[config.mk]
export PLATFORM = sky130hd
export DESIGN_NAME = seq_signed_divider
export DESIGN_NICKNAME = d
export VERILOG_FILES = /design/src/rtl/seq_signed_divider.sv
export SDC_FILE = /design/constraint.sdc
export NUM_CORES = 1
export LEC_CHECK = 0
export CORE_ASPECT_RATIO = 0.9
export CORE_MARGIN = 4
export CORE_UTILIZATION = 47
export DETAILED_ROUTE_END_ITERATION = 16
export GPL_ROUTABILITY_DRIVEN = 0
export PLACE_DENSITY = 0.69
export REMOVE_ABC_BUFFERS = 1
export SYNTH_ARGS = -nofsm -noshare
export SYNTH_HDL_FRONTEND = slang
export SYNTH_SLANG_ARGS = --single-unit
[constraint.sdc]
create_clock -name clk -period 6.5 [get_ports clk]
set_clock_uncertainty 0.2 [all_clocks]
set_input_delay 0.65 -clock clk [delete_from_list [all_inputs] [get_ports clk]]
set_output_delay 0.65 -clock clk [all_outputs]
set_load 0.005 [all_outputs]
[src/rtl/seq_signed_divider.sv]
// Multicycle signed divider (restoring shift-subtract, one quotient bit per cycle).
// It follows MIPS DIV rules: the quotient truncates toward zero and the remainder keeps the dividend's sign.
//
// state | meaning
// ------+---------------------------------------------------------------
// IDLE  | waiting for start; a zero divisor gives a dzero pulse
// RUN   | WIDTH shift/trial-subtract iterations on the operand magnitudes
// FIX   | apply the signs to the results, pulse done, return to IDLE
module seq_signed_divider #(
    parameter int WIDTH = 32
) (
    input  logic             clk,
    input  logic             reset,
    input  logic             start,
    input  logic [WIDTH-1:0] dividend,
    input  logic [WIDTH-1:0] divisor,
    output logic             busy,
    output logic             done,
    output logic             dzero,
    output logic [WIDTH-1:0] quotient,
    output logic [WIDTH-1:0] remainder
);

    localparam int CW = $clog2(WIDTH) + 1;

    typedef enum logic [1:0] {IDLE, RUN, FIX} state_t;

    state_t           state, state_nx;
    logic [WIDTH-1:0] rem_q, rem_nx;
    logic [WIDTH-1:0] dvd_q, dvd_nx;
    logic [WIDTH-1:0] dvs_q, dvs_nx;
    logic [WIDTH-1:0] quo_nx, rmd_nx;
    logic [CW-1:0]    count_q, count_nx;
    logic             sgn_quo, sgn_quo_nx;
    logic             sgn_rem, sgn_rem_nx;
    logic             done_nx, dzero_nx;
    logic [WIDTH:0]   shifted, trial;

    assign busy = (state != IDLE);

    always_ff @(posedge clk or posedge reset) begin
        if (reset) begin
            state     <= IDLE;
            rem_q     <= '0;
            dvd_q     <= '0;
            dvs_q     <= '0;
            count_q   <= '0;
            sgn_quo   <= 1'b0;
            sgn_rem   <= 1'b0;
            done      <= 1'b0;
            dzero     <= 1'b0;
            quotient  <= '0;
            remainder <= '0;
        end else begin
            state     <= state_nx;
            rem_q     <= rem_nx;
            dvd_q     <= dvd_nx;
            dvs_q     <= dvs_nx;
            count_q   <= count_nx;
            sgn_quo   <= sgn_quo_nx;
            sgn_rem   <= sgn_rem_nx;
            done      <= done_nx;
            dzero     <= dzero_nx;
            quotient  <= quo_nx;
            remainder <= rmd_nx;
        end
    end

    // The dividend register doubles as the quotient shift register: the quotient bits shift into its LSB.
    always_comb begin
        state_nx   = state;
        rem_nx     = rem_q;
        dvd_nx     = dvd_q;
        dvs_nx     = dvs_q;
        count_nx   = count_q;
        sgn_quo_nx = sgn_quo;
        sgn_rem_nx = sgn_rem;
        quo_nx     = quotient;
        rmd_nx     = remainder;
        done_nx    = 1'b0;
        dzero_nx   = 1'b0;
        shifted    = {rem_q, dvd_q[WIDTH-1]};
        trial      = shifted - {1'b0, dvs_q};

        case (state)
            IDLE: begin
                if (start) begin
                    if (divisor == '0) begin
                        // A held start must still give dzero as a single-cycle pulse.
                        dzero_nx = !dzero;
                    end else begin
                        sgn_quo_nx = dividend[WIDTH-1] ^ divisor[WIDTH-1];
                        sgn_rem_nx = dividend[WIDTH-1];
                        dvd_nx     = dividend[WIDTH-1] ? -dividend : dividend;
                        dvs_nx     = divisor[WIDTH-1]  ? -divisor  : divisor;
                        rem_nx     = '0;
                        count_nx   = '0;
                        state_nx   = RUN;
                    end
                end
            end
            RUN: begin
                dvd_nx   = {dvd_q[WIDTH-2:0], ~trial[WIDTH]};
                rem_nx   = trial[WIDTH] ? shifted[WIDTH-1:0] : trial[WIDTH-1:0];
                count_nx = count_q + 1'b1;
                if (count_q == CW'(WIDTH - 1)) begin
                    state_nx = FIX;
                end
            end
            FIX: begin
                quo_nx   = sgn_quo ? -dvd_q : dvd_q;
                rmd_nx   = sgn_rem ? -rem_q : rem_q;
                done_nx  = 1'b1;
                state_nx = IDLE;
            end
            default: state_nx = IDLE;
        endcase
    end

endmodule

==> impl_results.rst, run 1 <==
.. list-table::
   :header-rows: 1

   * - Metric
     - Value
   * - Run status
     - finished clean
   * - Vias per cell
     - 5.567
   * - Fin crit share
     - 66.91%
   * - Ys Warns
     - 0
   * - Total of buffers placed on input and output ports
     - 133
   * - Post-synthesis sequential area ratio
     - 38.95%
   * - Multiplexer share of the synthesized area
     - under 10%
   * - Number of optimization iterations in the first detailed-route pass
     - 5
   * - Simple-gate share of the synthesized area
     - 16.96%
   * - Final-report setup violation count
     - 0
   * - Xor and xnor fraction of the mapped netlist area
     - about an eighth
   * - Worst min path class
     - flop to flop
   * - Storage element area
     - 4304 sq um
   * - Number of gates resized after cts
     - 0
   * - Reg2Reg Depth
     - 12
   * - Final hold violation count
     - 0
   * - Netlist area before placement
     - 11050 sq um
   * - Cells after synthesis
     - 1291
   * - FFs w/ async S/R, synth
     - 100.0%
   * - Count of antenna diodes in the layout
     - 0
   * - Total CTS buffers
     - 17
   * - Max_cap viols
     - 0
   * - Setup repair after global routing missed its margin
     - no
   * - Ratio of cells with drive above 1 in the final layout
     - 4.429%
   * - Post-layout worst setup margin
     - 2.151 ns
   * - Global-route wire length before repair
     - 46100 um
   * - Relative slew margins
     - a little over a fifth
   * - H-tree Lvls
     - 4
   * - Setup WS pre-CTS
     - 1.971 ns
   * - Startpoint of the worst hold path
     - dzero
   * - Predominant post-synthesis flop cell
     - dfrtp_1
   * - End of the worst register-to-register path
     - rem_q[26]
   * - Number of post-CTS setup repair buffers
     - 0
   * - Worst reg2reg startpoint
     - rem_q[0]
   * - Clk slew on worst S/H paths
     - 0.07 ns
   * - # clock sinks
     - 172
   * - Number of enable-type register cells in the synthesized netlist
     - 0
   * - Setup TNS after final layout
     - 0 ns
   * - Maximum clock path buffer count
     - 2
   * - Worst Path Required
     - 6.57 ns
   * - Final layout net count
     - 1492
   * - Share of the synthesized area in the top cell type
     - between 30% and 40%
   * - Std-Cell Rows
     - 52
   * - Post-synthesis to final-layout area growth
     - 19.26%
   * - Area share of fa/ha/maj cells after synthesis
     - under 10%
   * - Detailed placement HPWL
     - around 20000 um
   * - Startpoint class of the critical path
     - flop
   * - Antenna violations before repair
     - 0
   * - Clock tree root buffer cell
     - clkbuf_16
   * - Avg WL per Cell
     - 16.30 um
   * - Final Total Pwr
     - just under 7 mW
   * - Detailed-route wire length
     - 27660 um
   * - Fraction of the mapped netlist area in compound gates
     - 20.95%
   * - Setup CP Type
     - flop to flop
   * - Vias in the first global route
     - 9000
   * - Count of hold buffers inserted by post-cts repair
     - 0
   * - Leakage power
     - 5.560 nW
   * - Initial Utilization
     - 48.38%
   * - Footprint of the multi-input gates
     - ~6300 sq um
   * - Count of pins over their slew limit
     - 0
   * - Post-synthesis register bit count
     - ~170
   * - Iteration-0 DRC Markers
     - 627
   * - Die extent in y
     - 153.5 um
   * - Cell Pwr Density
     - 513.5 nW/um^2
   * - Die X-Extent
     - about 170 um
   * - Largest net degree at the start of global routing
     - 126
   * - Post-route cell area
     - 13180 sq um
   * - Capturing element type of the critical path
     - flop
   * - CTS tree
     - done
   * - Worst VDD drop
     - 215.7 uV
   * - Max Fclk
     - between 200 and 250 MHz
   * - Worst reg-to-reg setup slack
     - 2.15 ns
   * - Cell variety after synth
     - between 60 and 70
   * - Crit path max fanout
     - 24
   * - # fillers
     - 2035
   * - Largest family of logic cells by synthesized area
     - compound AO/OA/AOI/OAI gates
   * - Largest cells by area after synthesis
     - dfrtp_1, xor2_1, nand2_1
   * - Cell count of the worst hold path
     - 1
   * - Slew at the pin closest to its max-slew limit
     - 1.169 ns
   * - Clock network latency to the later pin of the worst-skew pair
     - 0.43 ns
   * - Die Footprint
     - 26030 sq um
   * - Signal arrival time at the worst endpoint
     - 4.42 ns
   * - Final critical path time including I/O delays and setup
     - 4.349 ns
   * - Post-detailed-route DRC marker count
     - 0
   * - Core Area
     - 22840 sq um
   * - WHS Endpoint
     - dzero
   * - Global router's overall resource usage
     - 21.49%
   * - Remaining global-route overflow
     - 0
   * - Placed inst area
     - between 10000 and 15000 sq um
   * - Total vias in the final route
     - 9448
   * - Ports placed on the boundary
     - roughly 130
   * - Per-instance average area after synthesis
     - 8.559 sq um
   * - Count of antenna-violating nets left after detailed routing
     - 0
   * - Synth area leader
     - dfrtp_1
[state kept, by name (all words and copies together) (netlist names)]
name	cells
dvd_q	32
quotient	32
state	2
sgn_rem	1
done	1
rem_q	32
sgn_quo	1
count_q	6
remainder	32
dvs_q	32
dzero	1
[critical path: stages (launching register included)]
cell and delay (ns):
dfrtp_1 0.43, inv_1 0.14, fa_1 0.46, nand2b_1 0.18, a21oi_1 0.29, o41ai_2 0.16, o211ai_1 0.40, a311oi_1 0.21
o21ai_1 0.33, xor2_4 0.76, buf_4 0.35, mux2i_1 0.21, o22ai_1 0.08
[layer usage]
layer	vias to the layer above	share of wire, %	track usage [%]	wire length [um]
li1	4748	-	-	-
met1	4376	50	33.22	13840
met2	303	43	31.49	11770
met3	21	6.5	3.951	1797
met4	0	0.89	4.293	246
met5	-	0	0	0
[kinds of logic (layout without fill, tap and decap cells)]
logic type,count (synthesis),count (layout)
AND/OR/NAND/NOR,396,396
buffers and inverters,119,228
AO/OA/AOI/OAI,386,386
adder cells (fa/ha/maj),38,38
multiplexers,32,32
XOR/XNOR,148,148
flip-flops,172,172
[per-stage QoR]
stage / instances / util [%] / hold slack [ns]
after floorplan: 1225 / - / 0.2332
after global placement: 1665 / 55.23 / 0.2496
after detailed placement: 1665 / 55.23 / 0.2293
after CTS: 1697 / 57.70 / 0.2512
after global routing: 1697 / 57.70 / 0.2941
final: 1697 / 57.70 / 0.2552
[layout by cell type (no fill, tap or decap), types with 4 or more instances in the layout]
master           synthesis  routed
a21o_1                  10      10
a21oi_1                 60      60
a221o_1                  4       4
a22oi_1                 10      10
a31oi_1                  4       4
and2_1                   7       7
and3_1                   5       5
buf_4                    0      10
clkbuf_16                0      17
clkdlybuf4s50_1          0     133
clkinvlp_4               0       5
dfrtp_1                172     172
ha_1                    37      37
inv_1                   52      51
mux2i_1                 32      32
nand2_1                213     213
nand2b_1                10       9
nand3_1                 14      13
nand4_1                 11      11
nand4b_1                 4       4
nor2_1                  45      45
nor2b_1                  9       8
nor3_1                  19      19
nor4_1                   9       9
o211ai_1                 7       7
o21ai_0                118     118
o21ai_1                 92      92
o31ai_1                 31      31
o41ai_1                 17      17
or2_1                    5       5
or3_1                   14      14
or4_1                   12      12
xnor2_1                 38      38
xor2_1                 110     109
[worst max path at each step]
stage	start	endpoint	slack, ns	cells past startpoint
global route	dvd_q[31]	rem_q[23]	1.87	13
finish	rem_q[0]	rem_q[26]	2.15	12
floorplan	reset	count_q[0]	0.99	1
CTS	dvd_q[31]	rem_q[26]	2.15	13
global placement	divisor[14]	dvd_q[7]	2.04	9
detailed placement	divisor[14]	dvd_q[9]	1.97	9
[area by class of cell]
type / count / area share (%)
inverter: 53 / 1.548
multi-input combinational: 1000 / 48.02
timing repair buffer: 143 / 10.67
tap: 297 / 2.820
clock buffer: 23 / 3.627
sequential: 172 / 32.66
clock inverter: 9 / 0.6551
[power by group]
group	switching [mW]	total [mW]	internal, mW
clock network	0.430	0.989	0.559
logic	2.14	3.84	1.70
registers	0.509	1.94	1.43
[Yosys cell counts (4+ instances only)]
library cell	n
nor2_1	45
nand2b_1	10
nor4_1	9
ha_1	37
nand4_1	11
o41ai_1	17
nand4b_1	4
o21ai_1	92
o21ai_0	118
o211ai_1	7
and3_1	5
and2_1	7
buf_2	8
a22oi_1	10
clkbuf_1	51
buf_1	7
o31ai_1	31
inv_1	52
a221o_1	4
nand3_1	14
xnor2_1	38
or3_1	14
nand2_1	213
mux2i_1	32
nor3_1	19
nor2b_1	9
dfrtp_1	172
xor2_1	110
or4_1	12
or2_1	5
a21oi_1	60
a31oi_1	4
a21o_1	10
Power figures use the tool's default switching activity.
==> run 2: changes to the inputs <==
Settings changed: PLACE_DENSITY 0.69 to 0.72.
Clock period 6.5 ns to 4 ns, I/O delays scaled along.
==> run 2 against run 1 <==
Effect of this change: global-route usage fell by 0.24 points; wire length is 0.59% lower; first-iteration DRC count is 14% higher; core utilization up 0.99 points; hold slack got worse by 0.019 ns; via count increased by 1.5%; power increased by 67%; non-clock buffer count increased by 19; die area is the same; final cell count grew 1.1%; flip-flop and latch count stayed put; final area is 1.7% higher; critical path type unchanged.
==> impl_results.rst, run 2 (synthesis gave the netlist of run 1 again) <==
.. list-table::
   :header-rows: 1

   * - Metric
     - Value
   * - Number of optimization iterations in the first detailed-route pass
     - 5 (unchanged)
   * - Clock network latency to the later pin of the worst-skew pair
     - 0.44 ns (about the same)
   * - Count of antenna-violating nets left after detailed routing
     - 0 (unchanged)
   * - Setup repair after global routing missed its margin
     - no
   * - Setup WS pre-CTS
     - 0.3569 ns (-1.614 ns)
   * - Worst reg-to-reg setup slack
     - 0.36 ns (-1.79 ns)
   * - Die extent in y
     - 153.5 um (unchanged)
   * - Vias in the first global route
     - 9190 (+2.1%)
   * - Run status
     - finished clean
   * - Count of hold buffers inserted by post-cts repair
     - 0 (unchanged)
   * - Iteration-0 DRC Markers
     - 712 (+14%)
   * - Setup TNS after final layout
     - 0 ns (unchanged)
   * - Post-synthesis to final-layout area growth
     - 21.31%
   * - Number of post-CTS setup repair buffers
     - 0 (unchanged)
   * - Worst Path Required
     - 4.11 ns (-2.46 ns)
   * - # clock sinks
     - 172 (unchanged)
   * - Fin crit share
     - 91.02% (+24 points)
   * - Final-report setup violation count
     - 0 (unchanged)
   * - Leakage power
     - 5.698 nW (+2.5%)
   * - Total vias in the final route
     - 9592 (+1.5%)
   * - Critical path, cell by cell
     - inv_1 > ha_1 > fa_1 > nand2b_1 > a21oi_1 > o41ai_2 > o211ai_1 > a311oi_1 > o21ai_1 > xor2_4 > buf_12 > and3_1 > a221o_1
   * - Global router's overall resource usage
     - 21.25% (-0.24 points)
   * - Final Total Pwr
     - 11.32 mW (+67%)
   * - # fillers
     - 2002 (-1.6%)
   * - Setup CP Type
     - flop to flop
   * - Initial Utilization
     - 48.38% (unchanged)
   * - Count of pins over their slew limit
     - 0 (unchanged)
   * - CP bufs+invs
     - 2 (unchanged)
   * - Final hold violation count
     - 0 (unchanged)
   * - Final critical path time including I/O delays and setup
     - 3.641 ns (-0.7084 ns)
   * - Total CTS buffers
     - 17 (unchanged)
   * - Commonest non-fill, non-tap cells in the layout
     - nand2_1, dfrtp_1, clkdlybuf4s50_1
   * - Ratio of cells with drive above 1 in the final layout
     - 5.849% (+1.4 points)
   * - Die X-Extent
     - 169.6 um (unchanged)
   * - Detailed-route wire length
     - 27490 um (-0.59%)
   * - Avg WL per Cell
     - 16.02 um (-1.7%)
   * - Total of buffers placed on input and output ports
     - 133 (unchanged)
   * - Max_cap viols
     - 0 (unchanged)
   * - Antenna violations before repair
     - 0 (unchanged)
   * - Clk slew on worst S/H paths
     - 0.06 ns (about the same)
   * - Global-route wire length before repair
     - 45820 um (-0.61%)
   * - Signal arrival time at the worst endpoint
     - 3.75 ns (-0.67 ns)
   * - H-tree Lvls
     - 4 (unchanged)
   * - Post-route cell area
     - 13400 sq um (+1.7%)
   * - Capturing element type of the critical path
     - flop
   * - Clock tree root buffer cell
     - clkbuf_16
   * - Number of gates resized after cts
     - 0 (unchanged)
   * - Placed inst area
     - 12810 sq um (+1.5%)
   * - Most frequent standard cell in the layout excluding fill and tap cells
     - nand2_1
   * - Worst VDD drop
     - 418.6 uV (+94%)
   * - Worst min path class
     - input pin to asynchronous set/reset pin
   * - Top cell family by delay on the critical path
     - compound AO/OA/AOI/OAI gates
   * - Placed insts
     - 1684 (+1.1%)
   * - Detailed placement HPWL
     - 20620 um (+1.5%)
   * - Relative slew margins
     - 25.31% (+3.3 points)
   * - Max Fclk
     - 274.7 MHz (+19%)
   * - Slew at the pin closest to its max-slew limit
     - 1.120 ns (-0.04849 ns)
   * - Post-detailed-route DRC marker count
     - 0 (unchanged)
   * - Crit path max fanout
     - 24 (unchanged)
   * - Vias per cell
     - 5.590 (+0.40%)
   * - Crit path max-delay cell type
     - o41ai_2
   * - Final standard cell count with taps included and fillers excluded
     - 1716 (+1.1%)
   * - Cell Pwr Density
     - 844.8 nW/um^2 (+64%)
   * - CTS tree
     - done
   * - Startpoint class of the critical path
     - flop
   * - Ports placed on the boundary
     - 134 (unchanged)
   * - Std-Cell Rows
     - 52 (unchanged)
   * - Largest net degree at the start of global routing
     - 100 (-21%)
   * - Maximum clock path buffer count
     - 2 (unchanged)
   * - Remaining global-route overflow
     - 0 (unchanged)
   * - Core Area
     - 22840 sq um (unchanged)
   * - Post-layout worst setup margin
     - 0.3590 ns (-1.792 ns)
   * - Count of antenna diodes in the layout
     - 0 (unchanged)
   * - Final layout net count
     - 1511 (+1.3%)
   * - Die Footprint
     - 26030 sq um (unchanged)
   * - Critical path's largest stage delay
     - 0.46 ns (-0.30 ns)
-- run 2: final cells by class --
class                   instances  area [sq um]  area share (%)
clock inverters                13         155.1           1.157
well taps                     297         371.6           2.772
flip-flops and latches        172          4304           32.11
inverters                      53         203.9           1.522
clock buffers                  19         442.9           3.304
multi-input cells            1000          6327           47.20
repair buffers                162          1599           11.93
-- run 2: power breakdown --
group          internal (mW)  total, mW  switching [mW]
clock network          0.956       1.71           0.758
logic                   2.91       6.54            3.63
registers               2.33       3.07           0.736
total                   6.20       11.3            5.13
-- run 2: final timing paths --
kind,start,cells past startpoint,end
hold / removal,reset,2,done
setup reg to reg,dvd_q[31],13,rem_q[2]
hold reg to reg,dzero,1,dzero
setup / recovery,dvd_q[31],13,rem_q[2]
max in group asynchronous,reset,3,dvd_q[31]
min in group clk,dzero,1,dzero
-- run 2: per-layer routing --
| metal | vias up | global-route usage (%) | routed length, um |
|---|---|---|---|
| met5 | - | 0 | 0 |
| met4 | 0 | 5.328 | 393 |
| met3 | 28 | 3.409 | 1585 |
| met2 | 290 | 32.09 | 12050 |
| met1 | 4495 | 31.85 | 13460 |
| li1 | 4779 | - | - |
-- run 2: worst register-to-register path, stage by stage, from the launching register on --
cell	delay, ns
dfrtp_1	0.38
inv_1	0.11
ha_1	0.18
fa_1	0.20
nand2b_1	0.15
a21oi_1	0.11
o41ai_2	0.46
o211ai_1	0.22
a311oi_1	0.43
o21ai_1	0.23
xor2_4	0.23
buf_12	0.21
and3_1	0.18
a221o_1	0.25
-- run 2: through the flow --
step           utilization (%)  hold WS, ns
6_report                 58.69       0.2360
5_1_grt                  58.69       0.2951
4_1_cts                  58.69       0.2527
3_5_place_dp             56.08       0.2456
3_3_place_gp             56.08       0.2590
2_1_floorplan                -       0.2332
==> run 3: changes to the inputs <==
--- a/config.mk
+++ b/config.mk
@@ -7,5 +7,5 @@
 export LEC_CHECK = 0
 export CORE_ASPECT_RATIO = 0.9
-export CORE_MARGIN = 4
+export CORE_MARGIN = 1.5
 export CORE_UTILIZATION = 47
 export DETAILED_ROUTE_END_ITERATION = 16
==> constraint.sdc (replaced) <==
create_clock -name clk -period 4 [get_ports clk]
set_clock_uncertainty 0.2 [all_clocks]
set_input_delay 0.6 -clock clk [delete_from_list [all_inputs] [get_ports clk]]
set_output_delay 0.6 -clock clk [all_outputs]
set_load 0.005 [all_outputs]
==> run 3 against run 2 <==
Effect of this change: critical path depth increased by 1; hold slack improved by 0.043 ns; final area increased by 0.94%; clock power increased by 11%; via count increased by 0.84%; sequential share of layout area decreased by 0.30 points; first-iteration DRC count decreased by 13%; combinational power about the same; core utilization decreased by 0.40 points; final cell count increased by 0.47%; critical path type unchanged.
==> impl_results.rst, run 3 (synthesis gave the netlist of run 1 again) <==
.. list-table::
   :header-rows: 1

   * - Metric
     - Value
   * - Number of post-CTS setup repair buffers
     - 0 (unchanged)
   * - Final-report setup violation count
     - 0 (unchanged)
   * - Most frequent standard cell in the layout excluding fill and tap cells
     - nand2_1
   * - Ports placed on the boundary
     - 134 (unchanged)
   * - Clock network latency to the later pin of the worst-skew pair
     - 0.43 ns (about the same)
   * - Fin crit share
     - 91.38% (+0.36 points)
   * - Post-synthesis to final-layout area growth
     - 22.46%
   * - Max_cap viols
     - 0 (unchanged)
   * - Number of optimization iterations in the first detailed-route pass
     - 5 (unchanged)
   * - Antenna violations before repair
     - 0 (unchanged)
   * - Worst Path Required
     - 4.11 ns (about the same)
   * - Placed inst area
     - 12860 sq um (+0.42%)
   * - CTS tree
     - done
   * - Relative slew margins
     - 26.54% (+1.2 points)
   * - Capturing element type of the critical path
     - flop
   * - Max Fclk
     - 273.6 MHz (-0.39%)
   * - Setup TNS after final layout
     - 0 ns (unchanged)
   * - Remaining global-route overflow
     - 0 (unchanged)
   * - Run status
     - finished clean
   * - Iteration-0 DRC Markers
     - 618 (-13%)
   * - Total CTS buffers
     - 17 (unchanged)
   * - Count of hold buffers inserted by post-cts repair
     - 0 (unchanged)
   * - Setup repair after global routing missed its margin
     - no
   * - Final hold violation count
     - 0 (unchanged)
   * - Initial Utilization
     - 47.61% (-0.78 points)
   * - Global router's overall resource usage
     - 23.42% (+2.2 points)
   * - Vias per cell
     - 5.611 (+0.38%)
   * - Final critical path time including I/O delays and setup
     - 3.655 ns (+0.01426 ns)
   * - Std-Cell Rows
     - 53 (+1.9%)
   * - Clock tree root buffer cell
     - clkbuf_16
   * - Final Total Pwr
     - 11.57 mW (+2.2%)
   * - Total of buffers placed on input and output ports
     - 133 (unchanged)
   * - Global-route wire length before repair
     - 45810 um (about the same)
   * - Largest net degree at the start of global routing
     - 80 (-20%)
   * - Worst min path class
     - flop to flop
   * - Post-detailed-route DRC marker count
     - 0 (unchanged)
   * - Cell Pwr Density
     - 855.2 nW/um^2 (+1.2%)
   * - # clock sinks
     - 172 (unchanged)
   * - Worst VDD drop
     - 520.3 uV (+24%)
   * - Die extent in y
     - 148.5 um (-3.3%)
   * - Detailed placement HPWL
     - 20500 um (-0.58%)
   * - Die Footprint
     - 24440 sq um (-6.1%)
   * - Setup CP Type
     - flop to flop
   * - Count of antenna diodes in the layout
     - 0 (unchanged)
   * - Count of pins over their slew limit
     - 0 (unchanged)
   * - H-tree Lvls
     - 4 (unchanged)
   * - Avg WL per Cell
     - 16.06 um (+0.23%)
   * - Die X-Extent
     - 164.6 um (-2.9%)
   * - Final core utilization
     - 58.30% (-0.40 points)
   * - Vias in the first global route
     - 9093 (-1.1%)
   * - Startpoint class of the critical path
     - flop
   * - Slew at the pin closest to its max-slew limit
     - 1.102 ns (-0.01835 ns)
   * - Crit path max fanout
     - 24 (unchanged)
   * - Leakage power
     - 5.757 nW (+1.0%)
   * - Maximum clock path buffer count
     - 2 (unchanged)
   * - Clk slew on worst S/H paths
     - 0.07 ns (about the same)
   * - Post-route cell area
     - 13530 sq um (+0.94%)
   * - Number of gates resized after cts
     - 0 (unchanged)
   * - Final layout net count
     - 1514 (+0.20%)
   * - Core Area
     - 23210 sq um (+1.6%)
   * - Count of antenna-violating nets left after detailed routing
     - 0 (unchanged)
   * - Detailed-route wire length
     - 27680 um (+0.69%)
   * - Signal arrival time at the worst endpoint
     - 3.77 ns (+0.02 ns)
   * - Total vias in the final route
     - 9673 (+0.84%)
   * - Commonest non-fill, non-tap cells in the layout
     - nand2_1, dfrtp_1, clkdlybuf4s50_1
   * - Ratio of cells with drive above 1 in the final layout
     - 5.977% (+0.13 points)
==> run 3: final timing paths <==
| check | slack [ns] | from | cells after the start | to |
|---|---|---|---|---|
| setup / recovery | 0.34 | dvd_q[31] | 14 | rem_q[2] |
| hold / removal | 0.28 | quotient[9] | 2 | quotient[9] |
| setup reg to reg | 0.34 | dvd_q[31] | 14 | rem_q[2] |
| hold reg to reg | 0.28 | quotient[9] | 2 | quotient[9] |
| max in group asynchronous | 2.37 | reset | 3 | remainder[7] |
| min in group asynchronous | 0.49 | reset | 2 | done |
==> run 3: layout make-up <==
cell class,count,area (sq um)
Fill cell,2058,9679
Inverter,53,203.9
Clock buffer,19,432.9
Multi-Input combinational cell,1000,6327
Tap cell,302,377.9
Sequential cell,172,4304
Clock inverter,13,237.7
Timing Repair Buffer,165,1647
==> run 3: worst max-delay path, cell delays in order, from the launching register on <==
cell and delay [ns]:
dfrtp_1 0.41, inv_1 0.13, ha_1 0.20, fa_1 0.20
nand2b_1 0.13, a21oi_1 0.12, o41ai_2 0.40, o211ai_1 0.23
a311oi_1 0.42, o21ai_1 0.12, buf_4 0.16, xor2_4 0.17
buf_12 0.19, and3_1 0.19, a221o_1 0.26
==> run 3: stage by stage <==
stage          hold WS, ns  instances  worst slack (ns)
5_1_grt             0.2959       1724            0.1844
3_3_place_gp        0.2604       1692            0.2361
3_5_place_dp        0.2700       1692            0.1450
6_report            0.2785       1724            0.3448
4_1_cts             0.2855       1724            0.3678
2_1_floorplan       0.2332       1225            -1.460
==> run 3: metal layers <==
layer / vias to the layer above / track usage [%] / share of wire [%]
met3: 25 / 3.458 / 6.2
met4: 0 / 5.541 / 1.1
met2: 319 / 36.37 / 45
met1: 4541 / 34.33 / 48
li1: 4788 / - / -
met5: - / 0 / 0
==> run 3: power breakdown <==
part | switching (mW) | leakage [nW] | total [mW] | internal [mW]
combinational | 3.61 | 3.22 | 6.57 | 2.96
sequential | 0.763 | 2.21 | 3.09 | 2.33
clock | 0.722 | 0.325 | 1.90 | 1.18
